`src/rtl/can_pkg.sv`:
```
// rtl/can_pkg.sv - shared state type and default field widths for the CAN bit timing unit
package can_pkg;

    typedef enum logic [1:0] {BT_SYNC, BT_SEG1, BT_SEG2} bt_state_e;

    localparam int BRP_W_DEF   = 6;
    localparam int TSEG1_W_DEF = 4;
    localparam int TSEG2_W_DEF = 3;
    localparam int SJW_W_DEF   = 2;

endpackage

```
`src/rtl/can_tq_prescaler.sv`:
```
// rtl/can_tq_prescaler.sv - time quantum prescaler; tq_tick marks the last clk of every tq
module can_tq_prescaler
    import can_pkg::*;
#(
    parameter int BRP_W = BRP_W_DEF
) (
    input  logic             clk,
    input  logic             rst_n,
    input  logic             clear,
    input  logic             restart,
    input  logic [BRP_W-1:0] brp,
    output logic             tq_tick
);

    logic [BRP_W-1:0] tq_cnt;

    assign tq_tick = (tq_cnt == brp);

    // restart realigns the tq grid to the clk after a sync edge
    always_ff @(posedge clk) begin
        if (!rst_n || clear || restart || tq_tick) begin
            tq_cnt <= '0;
        end else begin
            tq_cnt <= tq_cnt + BRP_W'(1);
        end
    end

endmodule

```
`src/rtl/can_bit_timing.sv`:
```
// rtl/can_bit_timing.sv - CAN receive bit timing with hard sync and SJW-limited resync; CAN_TRIPLE_SAMPLE_EN selects majority sampling
module can_bit_timing
    import can_pkg::*;
#(
    parameter int BRP_W   = BRP_W_DEF,
    parameter int TSEG1_W = TSEG1_W_DEF,
    parameter int TSEG2_W = TSEG2_W_DEF,
    parameter int SJW_W   = SJW_W_DEF
) (
    input  logic               clk,
    input  logic               rst_n,
    input  logic               reset_mode,
    input  logic [BRP_W-1:0]   brp,
    input  logic [TSEG1_W-1:0] tseg1,
    input  logic [TSEG2_W-1:0] tseg2,
    input  logic [SJW_W-1:0]   sjw,
    input  logic               hard_sync_en,
    input  logic               rx_i,
    output logic               bit_start_point,
    output logic               rx_bit_curr,
    output logic               rx_bit_prev,
    output logic               tx_point
);

    localparam int SW = TSEG1_W + 1;

    logic [BRP_W-1:0]   brp_q;
    logic [TSEG1_W-1:0] tseg1_q;
    logic [TSEG2_W-1:0] tseg2_q;
    logic [SJW_W-1:0]   sjw_q;

    bt_state_e state;
    logic [SW-1:0] seg_cnt, ext, shr;
    logic [SW-1:0] sjw_p1, e_pos, r_neg, ext_eff, shr_eff, seg1_last, seg2_last;
    logic synced, rx_q, tq_tick, restart, in_reset;
    logic edge_det, hard_sync, resync_edge, early_end, sample;

    always_comb begin
        in_reset    = !rst_n || reset_mode;
        edge_det    = rx_q & ~rx_i;
        hard_sync   = edge_det & hard_sync_en;
        resync_edge = edge_det & rx_bit_curr & ~synced;
        sjw_p1      = SW'(sjw_q) + SW'(1);
        e_pos       = seg_cnt + SW'(1);
        r_neg       = SW'(tseg2_q) + SW'(1) - seg_cnt;
        ext_eff     = ext;
        shr_eff     = shr;
        early_end   = 1'b0;
        if (resync_edge && !hard_sync) begin
            case (state)
                BT_SEG1: ext_eff = (e_pos < sjw_p1) ? e_pos : sjw_p1;
                BT_SEG2: begin
                    if (r_neg <= sjw_p1) early_end = 1'b1;
                    else                 shr_eff   = sjw_p1;
                end
                default: ;
            endcase
        end
        // the effective ext/shr let an edge and a tq_tick in the same clk combine correctly
        seg1_last = SW'(tseg1_q) + ext_eff;
        seg2_last = SW'(tseg2_q) - shr_eff;
        restart   = !in_reset && (hard_sync || early_end);
    end

    can_tq_prescaler #(.BRP_W(BRP_W)) u_prescaler (
        .clk     (clk),
        .rst_n   (rst_n),
        .clear   (reset_mode),
        .restart (restart),
        .brp     (brp_q),
        .tq_tick (tq_tick)
    );

`ifdef CAN_TRIPLE_SAMPLE_EN
    logic [1:0] tri_q;

    always_ff @(posedge clk) begin
        if (in_reset) begin
            tri_q <= 2'b11;
        end else if (tq_tick && state == BT_SEG1) begin
            tri_q <= {tri_q[0], rx_i};
        end
    end

    assign sample = (tseg1_q >= TSEG1_W'(2))
                  ? ((tri_q[1] & tri_q[0]) | (tri_q[1] & rx_i) | (tri_q[0] & rx_i))
                  : rx_i;
`else
    assign sample = rx_i;
`endif

    always_ff @(posedge clk) begin
        if (in_reset) begin
            brp_q           <= brp;
            tseg1_q         <= tseg1;
            tseg2_q         <= tseg2;
            sjw_q           <= sjw;
            state           <= BT_SYNC;
            seg_cnt         <= '0;
            ext             <= '0;
            shr             <= '0;
            synced          <= 1'b0;
            rx_q            <= 1'b1;
            bit_start_point <= 1'b0;
            tx_point        <= 1'b0;
            rx_bit_curr     <= 1'b1;
            rx_bit_prev     <= 1'b1;
        end else begin
            rx_q            <= rx_i;
            bit_start_point <= 1'b0;
            tx_point        <= 1'b0;
            if (hard_sync) begin
                state   <= BT_SEG1;
                seg_cnt <= '0;
                ext     <= '0;
                shr     <= '0;
                synced  <= 1'b1;
            end else if (early_end) begin
                state   <= BT_SEG1;
                seg_cnt <= '0;
                shr     <= '0;
                synced  <= 1'b1;
            end else begin
                if (resync_edge && state == BT_SEG1) begin
                    ext    <= ext_eff;
                    synced <= 1'b1;
                end
                if (resync_edge && state == BT_SEG2) begin
                    shr    <= shr_eff;
                    synced <= 1'b1;
                end
                if (tq_tick) begin
                    case (state)
                        BT_SYNC: begin
                            state   <= BT_SEG1;
                            seg_cnt <= '0;
                        end
                        BT_SEG1: begin
                            if (seg_cnt >= seg1_last) begin
                                state           <= BT_SEG2;
                                seg_cnt         <= '0;
                                ext             <= '0;
                                synced          <= 1'b0;
                                bit_start_point <= 1'b1;
                                rx_bit_prev     <= rx_bit_curr;
                                rx_bit_curr     <= sample;
                            end else begin
                                seg_cnt <= seg_cnt + SW'(1);
                            end
                        end
                        BT_SEG2: begin
                            if (seg_cnt >= seg2_last) begin
                                state    <= BT_SYNC;
                                seg_cnt  <= '0;
                                shr      <= '0;
                                tx_point <= 1'b1;
                            end else begin
                                seg_cnt <= seg_cnt + SW'(1);
                            end
                        end
                        default: state <= BT_SYNC;
                    endcase
                end
            end
        end
    end

endmodule

```
`config.mk`:
```
export PLATFORM = sky130hd
export DESIGN_NAME = can_bit_timing
export DESIGN_NICKNAME = d
export VERILOG_FILES = /design/src/rtl/can_pkg.sv /design/src/rtl/can_tq_prescaler.sv /design/src/rtl/can_bit_timing.sv
export SDC_FILE = /design/constraint.sdc
export NUM_CORES = 1
export LEC_CHECK = 0
export BUFFER_PORTS_ARGS = -buffer_cell sky130_fd_sc_hd__buf_2
export CELL_PAD_IN_SITES_DETAIL_PLACEMENT = 1
export CELL_PAD_IN_SITES_GLOBAL_PLACEMENT = 2
export CORE_ASPECT_RATIO = 0.9
export CORE_UTILIZATION = 30
export DETAILED_ROUTE_END_ITERATION = 6
export PLACE_DENSITY = 0.65
export SYNTH_ARGS = -nofsm -noshare
export SYNTH_HDL_FRONTEND = slang
export SYNTH_SLANG_ARGS = --single-unit
```
`constraint.sdc`:
```
create_clock -name clk -period 6.55 [get_ports clk]
set_clock_uncertainty 0.1 [all_clocks]
set_input_delay 0.655 -clock clk [delete_from_list [all_inputs] [get_ports clk]]
set_output_delay 0.655 -clock clk [all_outputs]
set_load 0.02 [all_outputs]
```
======== Word level (Yosys, flattened, before mapping) ========
Index checks and enable logic that the tools add are counted.
word-level totals
  output and inout port bits .............. 4
  register bits after elaboration ......... 44
  bits of input ports ..................... 20
  word-level logic and storage cells ...... 102
operators by class
  bitwise logic cells ..................... 11
  eq/ne operators ......................... 7
  reductions and logical operators ........ 22
  $lt $le $gt $ge ......................... 4
  $add $sub $neg .......................... 7
  mux-type cells .......................... 35
operator list
  kind                   number
  $mux W5                16
  $mux W1                15
  $pmux W5 S3            1
  $ge A5 B5 Y1           2
  $reduce_or A5 Y1       2
  $ne A4 B3 Y1 const B   2
  $not A1 Y1             7
  $add A6 B1 Y6 const B  1
  $eq A6 B6 Y1           1
  $pmux W2 S3            1
  $reduce_and A3 Y1      2
  $reduce_bool A3 Y1     2
  $add A4 B5 Y5          1
  $add A5 B1 Y5 const B  1
  $le A5 B3 Y1           1
  $lt A5 B3 Y1           1
  $reduce_and A5 Y1      1
  $sub A3 B5 Y5          1
  $sub A4 B5 Y5          1
  $add A3 B1 Y4 const B  1
  $and A1 B1 Y1          4
  $logic_and A1 B1 Y1    4
  $logic_or A1 B1 Y1     4
  $mux W2                2
  other kinds (9)        12

======== Longest topological paths before layout ========
  depth after elaboration ................. 13
  mapped depth ............................ 26
  gate-level depth less buffers ........... 25

======== Hierarchy ========
A second synthesis with hierarchy kept.
unflattened totals
  cells, all modules ...................... 285
  area total of the unflattened synthesis .. 2,808.9 um^2
by module, submodules not included
  module            sequential area each (um^2)  cells each  area an instance (um^2)  instances
  can_bit_timing    910.9                        251         2,464.9                  1
  can_tq_prescaler  120.1                        34          344.1                    1

======== Least setup slack after synthesis ========
Ideal clock, no wire load.
  path kind ............................... reg-to-reg
  start point ............................. reg tseg2_q[1]
  end point ............................... reg state[0]
  buffers on the path ..................... 1
  data required time ...................... 6.307 ns
  cell stages (with the launch flop) ...... 26
  clock period less this slack ............ 5.328 ns
  setup time .............................. 0.143 ns
  arrival time ............................ 5.085 ns
  setup slack ............................. 1.222 ns
  path through ............................ edfxtp_1 > inv_1 > ha_1 > inv_1 > ha_1 > fa_1 > ha_1 > nand3_1 > o31ai_2 > o21a_1 > a21o_1 > buf_2 > o21ai_0 > ha_1 > inv_1 > ha_1 > a2111oi_2 > a311oi_2 > or3_1 > nand3_1 > ha_1 > nand2b_1 > o22ai_1 > nor4b_1 > mux2i_1 > a21oi_1
on the way
  word-level cells in the longest chain between the ends .. 10
  elaborated cells on any way between the ends .. 17
  classes of those cells .................. 3 x add/sub; 2 x order compare; 2 x eq/ne; 8 x mux; 2 x reduce/logical
ends and longest elaborated chain
  what                         line                   RTL
  start, declared              can_bit_timing.sv:29   logic [TSEG2_W-1:0] tseg2_q;
  start signal, assigned       can_bit_timing.sv:96   tseg2_q <= tseg2;
  $add A3 B1 Y4                can_bit_timing.sv:45   r_neg = SW'(tseg2_q) + SW'(1) - seg_cnt;
  $sub A4 B5 Y5                can_bit_timing.sv:45
  $le A5 B3 Y1                 can_bit_timing.sv:53   if (r_neg <= sjw_p1) early_end = 1'b1;
  $mux W5                      can_bit_timing.sv:53
  $mux W5                      can_bit_timing.sv:50   case (state)
  $mux W5                      can_bit_timing.sv:49   if (resync_edge && !hard_sync) begin
  $sub A3 B5 Y5                can_bit_timing.sv:61   seg2_last = SW'(tseg2_q) - shr_eff;
  $ge A5 B5 Y1                 can_bit_timing.sv:152  if (seg_cnt >= seg2_last) begin
  $ne A4 B3 Y1 (no line)       --
  $reduce_and A3 Y1 (no line)  --
  end signal, assigned         can_bit_timing.sv:140  state <= BT_SEG2;
  end signal, assigned         can_bit_timing.sv:153  state <= BT_SYNC;
  end signal, assigned         can_bit_timing.sv:161  default: state <= BT_SYNC;
  end, declared                can_bit_timing.sv:32   bt_state_e state;
Parallel ways exist; a longest one is shown, timed or not.
A chain may end at the register's enable or synchronous reset.

======== Worst setup path after layout ========
Same ends and word-level chain as after synthesis.

==> metrics <==
outcome=completed; Initial Util=30.89%; total routing usage reported by global routing=15.18%; number of remaining DRC errors=0; data arrival time of the critical path=5.92 ns; share of total power in sequential cells=47.3%; Net Sw Power=0.1801 mW; synthesized net count=340; most common library cell in the layout ignoring fill and taps=sky130_fd_sc_hd__ha_1; maximum cell stage delay along the critical path=0.61 ns; Comb pwr share=16.5%; internal power component=0.4515 mW; worst-case hold slack=0.3809 ns; clk_lat worst skew=0.31 ns; DIE HEIGHT=93.96 um; Primary FF master, synth=sky130_fd_sc_hd__dfxtp_1; switching portion of total power=28.52%; Die W=104.2 um; post-cts sizing count=0; clock slew seen by the registers of the worst setup and hold paths=0.10 ns; RSZ-0062 raised after global routing=false; area delta synth->final=13.09%; flops & latches, synth=44; power density normalized to cell area=198.1 nW/um^2; CTS tree=yes; number of enable-type register cells in the synthesized netlist=15; Sinks on Clock Net=44; CTS Root Cell=sky130_fd_sc_hd__clkbuf_8; slowest cell on the critical path=sky130_fd_sc_hd__nor4b_1; placed wire-length estimate after detailed placement=5.328 mm; top library cells by usage in the layout, fill and taps aside=sky130_fd_sc_hd__ha_1 (36), sky130_fd_sc_hd__dfxtp_1 (29), sky130_fd_sc_hd__inv_1 (25); GRT overflow=0; initial antenna violation count=0; buffers and inverters on the worst path=3; CP Max Fanout=8; Max Freq=0.1708 GHz; fin crit share=89.37%; number of rows in the core area=33; remaining antenna violation count after routing=0; vias in the first global route=2245; post-synthesis sequential area ratio=36.57%; sort of element at the end of the critical path=flop; number of nets in the layout=367; Tightest Pin Transition=0.8489 ns; core area=9125 um^2; detailed-route wire length=6.762 mm; violation count after the first detailed-route iteration=29; number of buffers inserted by hold repair at cts=0; cell area after synthesis=2819 um^2; routed len/inst=15.65 um; Avg Cell Area, Syn=9.996 um^2; count of maximum capacitance violations=0; fraction of the core area covered by cells at the end of the flow=34.94%; pin count of the biggest net entering global routing=19; total number of vias=2130; family of cells with the greatest summed delay on the critical path=adder cells; Post-Syn Instances=282; number of detailed-route iterations in the first pass=4; final-layout fill cell count=1070; non-filler cells in the finished layout=432; Max Slew Vio Count=0; CTS Buf Count=5; most common cell type on the critical path=sky130_fd_sc_hd__ha_1; synthesis warning total=0; I/O pin count=24; startpoint class of the critical path=flop; count of cell types in the netlist=50; peak supply drop=0.00007426 V; worst slew margin relative to its limit=43.34%; Total Die Area=9789 um^2; vias per cell=4.931; share of synthesized registers carrying an async set or reset=0%; placed cell count=424; path type of the worst min-delay path=flop to flop; number of levels in the clock H-tree=2; shortest period the worst path allows=5.854 ns; first-pass GRT wire length=11.39 mm; type of the setup path with the least slack=flop to flop; number of inserted diodes=0; fraction of final layout cells with drive strength greater than 1=14.19%; Setup Fix Bufs, Post-CTS=0; port bufs=23; Final Hold Fails=0; Final setup violation count=0; maximum clock insertion buffer count=2; final RePlAce weighted congestion=0.7739; P_leak=1.379 nW; endpoint required time on the critical path=6.62 ns; critical path, cell by cell=inv_1 > ha_1 > inv_1 > ha_1 > fa_1 > ha_1 > nand3_1 > o31ai_2 > o21a_1 > a21o_1 > o21ai_0 > ha_1 > inv_1 > ha_1 > a2111oi_2 > a311oi_2 > or3_1 > nand3_1 > ha_1 > nand2b_1 > o22ai_1 > nor4b_1 > mux2i_1 > a21oi_1; clock group share of total power=36.2%; TNS Setup=0 ns
==> cell families (layout without fill, tap and decap cells) <==
family                     after synthesis  in the layout  share of synthesized area [%]
AOI/OAI and AO/OA                       62             62                          17.67
adders and majority gates               38             38                          17.40
buffers and inverters                   28             56                          3.817
xor gates and xnor gates                20             20                          6.214
muxes                                    9              9                          3.240
and+or+nand+nor                         81             81                          15.09
DFF                                     44             44                          36.57
==> sequential cells by signal, summed over array words and instances (netlist names), 2 cells and up <==
signal / cells
brp_q: 6
ext: 5
seg_cnt: 5
shr: 5
sjw_q: 2
state: 2
tseg1_q: 4
tseg2_q: 3
u_prescaler.tq_cnt: 6
==> Yosys cell counts, drive strengths merged (2+ instances only) <==
library cell  count  area (um^2)
and3              4        25.02
nand2            12        45.04
dfxtp            29        580.6
o21ai             8        40.04
nor3              6        35.03
ha               36        450.4
o311a             5        50.05
o21bai            4        33.78
mux2i             8        80.08
nor2b             5        33.78
nand3             7        35.03
nor4              2        18.77
or3               5        31.28
buf               2        10.01
fa                2        40.04
and2              2        12.51
nand2b            9        56.30
xnor2            12        105.1
a32o              3        30.03
edfxtp           15        450.4
nand4             4        25.02
o211ai            2        15.01
a21oi            13        68.82
a21o             12        90.09
nor2             22        82.58
inv              25        93.84
a211oi            4        55.05
xor2              8        70.07
==> worst paths after layout <==
check,start,end,slack [ns],cells past startpoint
setup / recovery,tseg2_q[1],state[0],0.70,24
hold / removal,ext[3],ext[3],0.38,1
setup reg to reg,tseg2_q[1],state[0],0.70,24
hold reg to reg,ext[3],ext[3],0.38,1
==> through the flow <==
step / power [mW] / setup slack [ns] / area [um^2]
final: 0.6316 / 0.6963 / 3188
after global routing: 0.6669 / 0.09084 / 3188
after CTS: 0.6434 / 0.6760 / 3188
after detailed placement: 0.4111 / 0.7187 / 3073
after global placement: 0.4092 / 0.9173 / 3073
after floorplan: 0.3803 / 1.222 / 2819
==> cell type report <==
cell class                      instances  area [um^2]  area share [%]
Clock inverter                          3        46.29           1.452
Tap cell                              122        152.6           4.788
Timing Repair Buffer                   23        115.1           3.611
Inverter                               25        93.84           2.943
Multi-Input combinational cell        210         1680           52.71
Clock buffer                            5        68.82           2.159
Sequential cell                        44         1031           32.34
==> power groups by stage <==
| stage | logic [mW] | registers, mW | clock network [mW] |
|---|---|---|---|
| finish | 0.104 | 0.299 | 0.228 |
| global route | 0.119 | 0.301 | 0.248 |
| CTS | 0.106 | 0.299 | 0.238 |
| detailed placement | 0.106 | 0.306 | 0 |
| global placement | 0.104 | 0.306 | 0 |
| floorplan | 0.0769 | 0.303 | 0 |
==> per-layer routing <==
layer,wire [um],vias to the layer above,track usage [%]
li1,-,1075,-
met1,3409,1029,19.97
met2,3084,21,25.22
met3,207,5,3.537
met4,61,0,3.571
met5,0,-,0
Note: power is estimated with default switching activity, not from simulation.
